<file path="src/rtl/scramble64b66b_tx.sv">
// ---------------------------------------------------------------------------
// scramble64b66b_tx
//   Transmit-side 64b/66b scrambler feeding an external-sequence-mode
//   transceiver gearbox. The 64-bit payload is scrambled with the
//   self-synchronous polynomial x^58 + x^39 + 1. The 2-bit sync header
//   passes through unscrambled. The block generates the gearbox sequence
//   counter. When no data is offered on a usable slot, it inserts a
//   scrambled idle block.
//
// Ports
//   clk            clock
//   rst_n          asynchronous active-low reset
//   data_i[63:0]   unscrambled payload; bit 0 is transmitted first
//   head_i[1:0]    sync header
//   vld_i          data_i/head_i valid
//   rdy_o          block can be accepted this cycle (register-derived)
//   data_o[63:0]   scrambled payload to the gearbox
//   head_o[1:0]    sync header to the gearbox
//   txseq_o[5:0]   gearbox sequence value of the block on data_o/head_o
//   idle_o         data_o carries an inserted idle block
//
// Optional build macro TX_IDLE_CNT_EN adds:
//   idle_cnt_clr_i   synchronous clear of the idle counter (wins over increment)
//   idle_cnt_o[31:0] saturating count of inserted idle blocks
// ---------------------------------------------------------------------------
module scramble64b66b_tx #(
    parameter int          SEQ_MAX   = 32,
    parameter logic [1:0]  IDLE_HEAD = 2'b10,
    parameter logic [63:0] IDLE_DATA = 64'h000000000000001E
) (
    input  logic        clk,
    input  logic        rst_n,
    input  logic [63:0] data_i,
    input  logic [1:0]  head_i,
    input  logic        vld_i,
    output logic        rdy_o,
    output logic [63:0] data_o,
    output logic [1:0]  head_o,
    output logic [5:0]  txseq_o,
`ifdef TX_IDLE_CNT_EN
    input  logic        idle_cnt_clr_i,
    output logic [31:0] idle_cnt_o,
`endif
    output logic        idle_o
);

    localparam logic [5:0] SEQ_LAST  = 6'(SEQ_MAX);
    localparam logic [5:0] SEQ_PAUSE = 6'(SEQ_MAX - 1);

    // Scramble 64 bits serially. Each scrambled bit shifts back into the
    // state, so the result is the whole bit-serial recurrence unrolled into
    // one cycle. Returns {next_state, scrambled_payload}.
    function automatic logic [121:0] scramble(input logic [63:0] d,
                                              input logic [57:0] s_in);
        logic [57:0] s;
        logic [63:0] o;
        s = s_in;
        o = '0;
        for (int i = 0; i < 64; i++) begin
            o[i] = d[i] ^ s[0] ^ s[19];
            s    = {o[i], s[57:1]};
        end
        return {s, o};
    endfunction

    logic [57:0] scr_s;
    logic [57:0] scr_s_nxt;
    logic [63:0] scr_out;
    logic [63:0] blk_data;
    logic [1:0]  blk_head;
    logic        pause;
    logic        accept;
    logic [5:0]  seq_nxt;

    // txseq_o itself is the sequence counter. The slot after SEQ_MAX-1 is
    // the pause slot, which the gearbox discards.
    assign pause   = (txseq_o == SEQ_PAUSE);
    assign rdy_o   = ~pause;
    assign accept  = vld_i & rdy_o;
    assign seq_nxt = (txseq_o == SEQ_LAST) ? 6'd0 : txseq_o + 6'd1;

    assign blk_data = accept ? data_i : IDLE_DATA;
    assign blk_head = accept ? head_i : IDLE_HEAD;

    assign {scr_s_nxt, scr_out} = scramble(blk_data, scr_s);

    always_ff @(posedge clk or negedge rst_n) begin
        if (!rst_n) begin
            scr_s   <= '1;
            data_o  <= '0;
            head_o  <= 2'b00;
            txseq_o <= '0;
            idle_o  <= 1'b0;
        end else begin
            txseq_o <= seq_nxt;
            if (pause) begin
                // Data, header and scrambler state hold across the pause slot.
                idle_o <= 1'b0;
            end else begin
                data_o <= scr_out;
                head_o <= blk_head;
                scr_s  <= scr_s_nxt;
                idle_o <= ~accept;
            end
        end
    end

`ifdef TX_IDLE_CNT_EN
    logic [31:0] idle_cnt_q;

    always_ff @(posedge clk or negedge rst_n) begin
        if (!rst_n)
            idle_cnt_q <= '0;
        else if (idle_cnt_clr_i)
            idle_cnt_q <= '0;
        else if (!pause && !accept && idle_cnt_q != '1)
            idle_cnt_q <= idle_cnt_q + 32'd1;
    end

    assign idle_cnt_o = idle_cnt_q;
`endif

endmodule
</file>
<file path="config.mk">
export PLATFORM = sky130hd
export DESIGN_NAME = scramble64b66b_tx
export DESIGN_NICKNAME = d
export VERILOG_FILES = /design/src/rtl/scramble64b66b_tx.sv
export SDC_FILE = /design/constraint.sdc
export NUM_CORES = 1
export LEC_CHECK = 0
export ABC_CLOCK_PERIOD_IN_PS = 3400
export CORE_MARGIN = 3
export CORE_UTILIZATION = 40
export DETAILED_ROUTE_END_ITERATION = 10
export PLACE_DENSITY = 0.72
export SLEW_MARGIN = 0
export SYNTH_ARGS = -nofsm -noshare
export SYNTH_HDL_FRONTEND = slang
export SYNTH_SLANG_ARGS = --single-unit
export TNS_END_PERCENT = 20
</file>
<file path="constraint.sdc">
create_clock -name clk -period 3.4 [get_ports clk]
set_input_delay 0.51 -clock clk [delete_from_list [all_inputs] [get_ports clk]]
set_output_delay 0.51 -clock clk [all_outputs]
set_load 0.02 [all_outputs]
</file>
==> run metrics, run 1 <==
status completed; Worst setup SP type flip-flop; Resize count post-CTS 0; Critical Path End Type output port; Congestion Overflow GR 0; Worst Max-Slew Pin Slew 0.802 ns; Port Buffer Count around 140; count leader, synth xnor2_1; post-route cell area 8670 µm²; CP max stage delay 0.56 ns; Synth Area in XOR/XNOR 22.2%; initial antenna violation count 0; top post-synthesis cells by count xnor2_1, nand2_1, nor2_1; area share of the largest cell type after synthesis between 20 and 30%; final setup fails 0; remaining routing DRC violations 0; cts hold-fix bufs 0; Inserted Clock Buffers 17; Area growth syn-to-layout 34.5%; Clock Tree Buf Depth 2; Yosys cell types 26; clk_lat worst skew 0.42 ns; IO Pins roughly 140; fillers 1,313; Yosys top cell by area dfrtp_1; drt wl/cell approximately 16 µm; slew margin rel. 46.5%; crit-path leading delay family buffers and inverters; Max Cap Violations 0; Post-CTS Setup Bufs 0; Final period util between 70 and 80%; Die Width 133 µm; Layout Nets 820; num rows 45; Post-synth EDFFs 0; Via Count approximately 4.7k; post-synthesis register bit count between 100 and 150; Layout Cells excl Fill between 900 and 1k; Routed WL roughly 16 mm; Synth Flop Type dfrtp_1; clk_skew 0.00726 ns; placed wire-length estimate 11.4 mm; register area share after synthesis between 50% and 60%; H-tree levels 4; number of global-route vias before repair between 4k and 5k; worst-path cell chain ha_1, nand3_1, nor3_4, inv_2, clkdlybuf4s50_1; worst path required time 2.89 ns; 1st-iter DRT viols 254; min cycle time layout ~2.7 ns; Mapped Avg Cell Area 10.5 µm²; Buffers & Inverters on Critical Path 2; Peak VDD IR 664 µV; routability cong. 0.878; leakage 0.00380 µW; slowest CP cell clkdlybuf4s50_1; mux contribution to synthesized area 0.155%; pin count of the biggest net entering global routing 136; Setup Crit Path Kind flip-flop to output port; GRT Overall Usage a little under a fifth; RSZ-0062 raised after global routing no; utilization after layout 56.0%; clock transition at the registers of the reported paths 0.06 ns; post-synth net total 684; first-pass GRT wire length 26.0 mm; Post-DRT Antenna Nets 0; Initial Util 41.6%; Via density 4.80; die area between 15,000 and 20,000 µm²; # diodes 0; Synth Area in Adders less than 1%; drt pass-1 iters 4; FMAX 0.371 GHz; Core Area 15,500 µm²; Simple-Gate Fraction of Synth Area 10.3%; placed cell area slightly above 8000 µm²; Compound-Gate Fraction of Synth Area 12.3%; YS warnings 0; cells after synthesis 613; cell area after synthesis roughly 6400 µm²; TritonCTS clock tree yes; Cells after DPL 941; final setup TNS 0 ns; CTS Sinks 131; top post-synthesis cells by area dfrtp_1, dfstp_2, xnor2_1; Final Hold Vio Count 0; Worst Path Max Fanout 6; Async SR Flop Fraction 100%; Hold Crit Class primary input to async pin; chip height 133 µm; PwrDens 1250 nW/µm²; largest family of logic cells by synthesized area XOR/XNOR gates; Final Slew Violations 0; layout cells sized above 1 13.5%; CTS Root Cell clkbuf_16; CP arrival 2.18 ns
## layer usage
metal	wire [µm]	global-route usage, %	up-vias
li1	-	-	2253
met1	6840	24.0	2252
met2	7700	30.4	141
met3	948	5.48	20
met4	325	6.64	0
met5	0	0	-
## worst register-to-register path, stage by stage, from the launching register on
cell and delay (ns):
dfrtp_1 0.43, ha_1 0.26, nand3_1 0.17, nor3_4 0.08
inv_2 0.11, buf_4 0.63, nor2_1 0.14, a21oi_1 0.17
## sequential cells by signal (all words and copies together), names as in the netlist
| name | flops |
|---|---|
| head_o | 2 |
| txseq_o | 6 |
| idle_o | 1 |
| data_o | 64 |
| scr_s | 58 |
## area by class of cell
type,count,area [µm²],area share (%)
Clock buffer,23,498,5.75
Clock inverter,9,124,1.43
Inverter,6,22.5,0.260
Multi-Input combinational cell,446,2930,33.8
Sequential cell,131,3350,38.7
Tap cell,211,264,3.05
Timing Repair Buffer,147,1480,17.0
## metrics by stage
stage	hold slack, ns	worst slack, ns	total power [µW]
after floorplan	0.214	1.47	7210
after global placement	0.451	1.21	8890
after detailed placement	0.467	1.14	9030
after CTS	0.143	0.681	11000
after global routing	0.159	0.574	11600
final	0.121	0.708	10900
## placed cells by master, fill, tap and decap left out, drive strengths merged
cell type,instances
nor2b,3
bufinv,3
nor3,1
nand4,1
a21o,66
dfstp,58
and2b,1
nand2,81
a21oi,39
clkinv,5
dfrtp,73
inv,7
clkbuf,23
xor2,36
ha,2
xnor2,107
o21ai,19
mux2i,1
a31oi,1
clkdlybuf4s50,140
xor3,6
nor2,76
buf,7
nand4b,1
nand3,5
## final timing paths
kind	from	end	slack, ns	cells past startpoint
worst max-delay path	txseq_o[0]	rdy_o	0.71	5
worst min-delay path	rst_n	data_o[50]	0.12	1
worst max register to register	txseq_o[0]	scr_s[50]	1.33	7
worst min register to register	head_o[0]	head_o[0]	0.47	2
max in group asynchronous	rst_n	scr_s[12]	2.36	2
min in group clk	head_o[0]	head_o[0]	0.47	2
## logic make-up (layout without fill, tap and decap cells)
group,count (synthesis),count (layout)
flops,131,131
mux,1,1
compound gates,125,125
simple gates,169,169
fa+ha+maj,2,2
buf+inv,36,185
xor+xnor,149,149
## where the power goes
part           internal [µW]  switching, µW
clock                   1250            650
combinational           2900           2650
sequential              2750            680
total                   6900           3980
(Power assumes the default switching activity.)
==> run 2, diff against run 1 <==
ABC_CLOCK_PERIOD_IN_PS = 2300   (was 3400)
PLACE_DENSITY = 0.74   (was 0.72)
clock period = 2.3 ns   (was 3.4 ns; I/O delays follow)
==> run 2 against run 1 <==
  * Die area is the same
  * Final cell count up 0.51%
  * Critical path depth did not move
  * Clock skew rose by 0.0016 ns
  * Sequential cell count unchanged
  * Combinational power increased by 48%
  * Design area is 0.52% higher
  * Clock-buffer cell count is 4 higher
  * Setup slack got worse by 0.58 ns
  * Highest routed layer unchanged
  * Wire length increased by 3.1%
==> run metrics, run 2 (same netlist as run 1, synthesis figures left out) <==
Max Cap Violations 0; fillers between 1k and 1.5k; PnR worst setup slack 0.125 ns; Largest regs data_o (64), scr_s (58), txseq_o (6); RSZ-0062 raised after global routing no; drt wl/cell about 17 µm; Clock Tree Buf Depth 2; chip height 133 µm; Area growth syn-to-layout 35.2%; PwrDens between 1500 and 2000 nW/µm²; Peak VDD IR 866 µV; Hold Crit Class flip-flop to flip-flop; Largest Register data_o; clk_skew about 0.009 ns; sequential share of power 31.6%; remaining routing DRC violations 0; number of global-route vias before repair 4,975; Final Hold Vio Count 0; Cells after DPL 944; utilization after layout about 56%; Final Slew Violations 0; max reg flops 64; most frequent cells in the layout clkdlybuf4s50_1, xnor2_1, nand2_1, nor2_1, dfrtp_1; clock transition at the registers of the reported paths 0.05 ns; Clk pwr share 16.9%; Critical Path End Type output port; final setup TNS 0 ns; clk_lat worst skew 0.42 ns; end of the worst hold path head_o[0]; TritonCTS clock tree yes; min cycle time layout 2.18 ns; final hold slack about 0.47 ns; worst path required time about 2.0 ns; 1st-iter DRT viols 227; CTS Sinks 131; Port Buffer Count about 140; WHS Path Cells 2; slew margin rel. between 50 and 60%; Crit Reg-Reg Endpoint data_o[10]; num rows 45; placed wire-length estimate ~12 mm; worst hold start head_o[0]; Worst Max-Slew Pin Slew ~0.67 ns; Via density just under 5; Worst setup SP type flip-flop; CTS Root Cell clkbuf_16; Core Area 15,500 µm²; pin count of the biggest net entering global routing 138; FMAX approximately 0.46 GHz; initial antenna violation count 0; leakage between 0.003 and 0.004 µW; Switching Share 36.7%; Via Count 4,749; Comb pwr share between 50% and 60%; most common cell after layout, fill and taps aside clkdlybuf4s50_1; Routed WL 16.3 mm; Congestion Overflow GR 0; H-tree levels 4; Inserted Clock Buffers 17; reg2reg setup slack 0.40 ns; Worst R2R Start txseq_o[0]; GRT Overall Usage a little under a fifth; drt pass-1 iters 4; sw power 5860 µW; Die Width ~130 µm; layout cells sized above 1 13.6%; status completed; Layout Cells excl Fill 978; IO Pins 143; Post-DRT Antenna Nets 0; internal power approximately 10,000 µW; routability cong. 0.871; Layout Nets 826; pre-CTS setup slack 0.225 ns; die area around 18,000 µm²; Initial Util between 40% and 50%; Setup Crit Path Kind flip-flop to output port; final setup fails 0; Worst Path Max Fanout 3; Final period util approximately 95%; R2R depth 6; CP arrival ~1.8 ns; # diodes 0; first-pass GRT wire length between 20 and 30 mm
run 2: changes by cell type in the layout (fill, tap and decap cells not counted):
| cell | change |
|---|---|
| dlygate4sd2_1 | +1 |
| clkinvlp_4 | +1 |
| clkinv_2 | -4 |
| clkbuf_8 | +1 |
| buf_4 | +3 |
| clkbuf_1 | +3 |
| bufinv_16 | -1 |
| buf_12 | +2 |
| inv_6 | -1 |
| dlygate4sd3_1 | +1 |
| clkdlybuf4s50_1 | -1 |
run 2: repair_timing:
| action | 4_1_cts | 5_1_grt |
|---|---|---|
| hold endpoints to repair | 32 | 0 |
| resized for setup | 1 | 0 |
| pin swaps | 1 | 1 |
| setup buffers | 2 | 0 |
| hold buffers | 1 | 0 |
| setup endpoints to repair | 1 | 1 |
run 2: metal layers:
metal  vias to the layer above  share of wire [%]  track usage [%]
met3                        17                7.0             6.31
li1                       2264                  -                -
met2                       167                 49             31.2
met1                      2301                 43             24.5
met5                         -                  0                0
met4                         0                1.0             5.37
run 2: worst max path at each step:
stage	from	endpoint	slack [ns]	cells past startpoint
floorplan	txseq_o[0]	rdy_o	0.53	6
global placement	txseq_o[0]	rdy_o	0.29	5
detailed placement	txseq_o[0]	rdy_o	0.23	5
CTS	txseq_o[0]	rdy_o	0.07	5
global route	txseq_o[0]	rdy_o	0.007	5
finish	txseq_o[0]	rdy_o	0.12	5
run 2: stage by stage:
step,power [µW],instance area (µm²)
final,16000,8710
after CTS,16200,8710
after detailed placement,13400,8090
after global placement,13200,8090
after floorplan,10700,6440
after global routing,17100,8710
run 2: worst max-delay path, cell delays in order, from the launching register on:
cell and delay, ns:
dfrtp_1 0.36, ha_1 0.20, nand3_1 0.16, nor3_4 0.23, inv_2 0.11, dlygate4sd2_1 0.34
run 2: layout make-up:
class,instances,area (µm²),share of cell area [%]
Inverter,6,22.5,0.259
Sequential cell,131,3350,38.5
Multi-Input combinational cell,446,2930,33.6
Clock inverter,4,72.6,0.833
Timing Repair Buffer,153,1550,17.8
Clock buffer,27,523,6.00
Tap cell,211,264,3.03
run 2: power groups by stage:
stage | Clock (µW) | Sequential [µW] | Combinational, µW
6_report | 2690 | 5050 | 8230
5_1_grt | 2870 | 5200 | 9020
4_1_cts | 2750 | 5070 | 8390
3_5_place_dp | 0 | 5090 | 8310
3_3_place_gp | 0 | 5060 | 8120
2_1_floorplan | 0 | 5560 | 5100
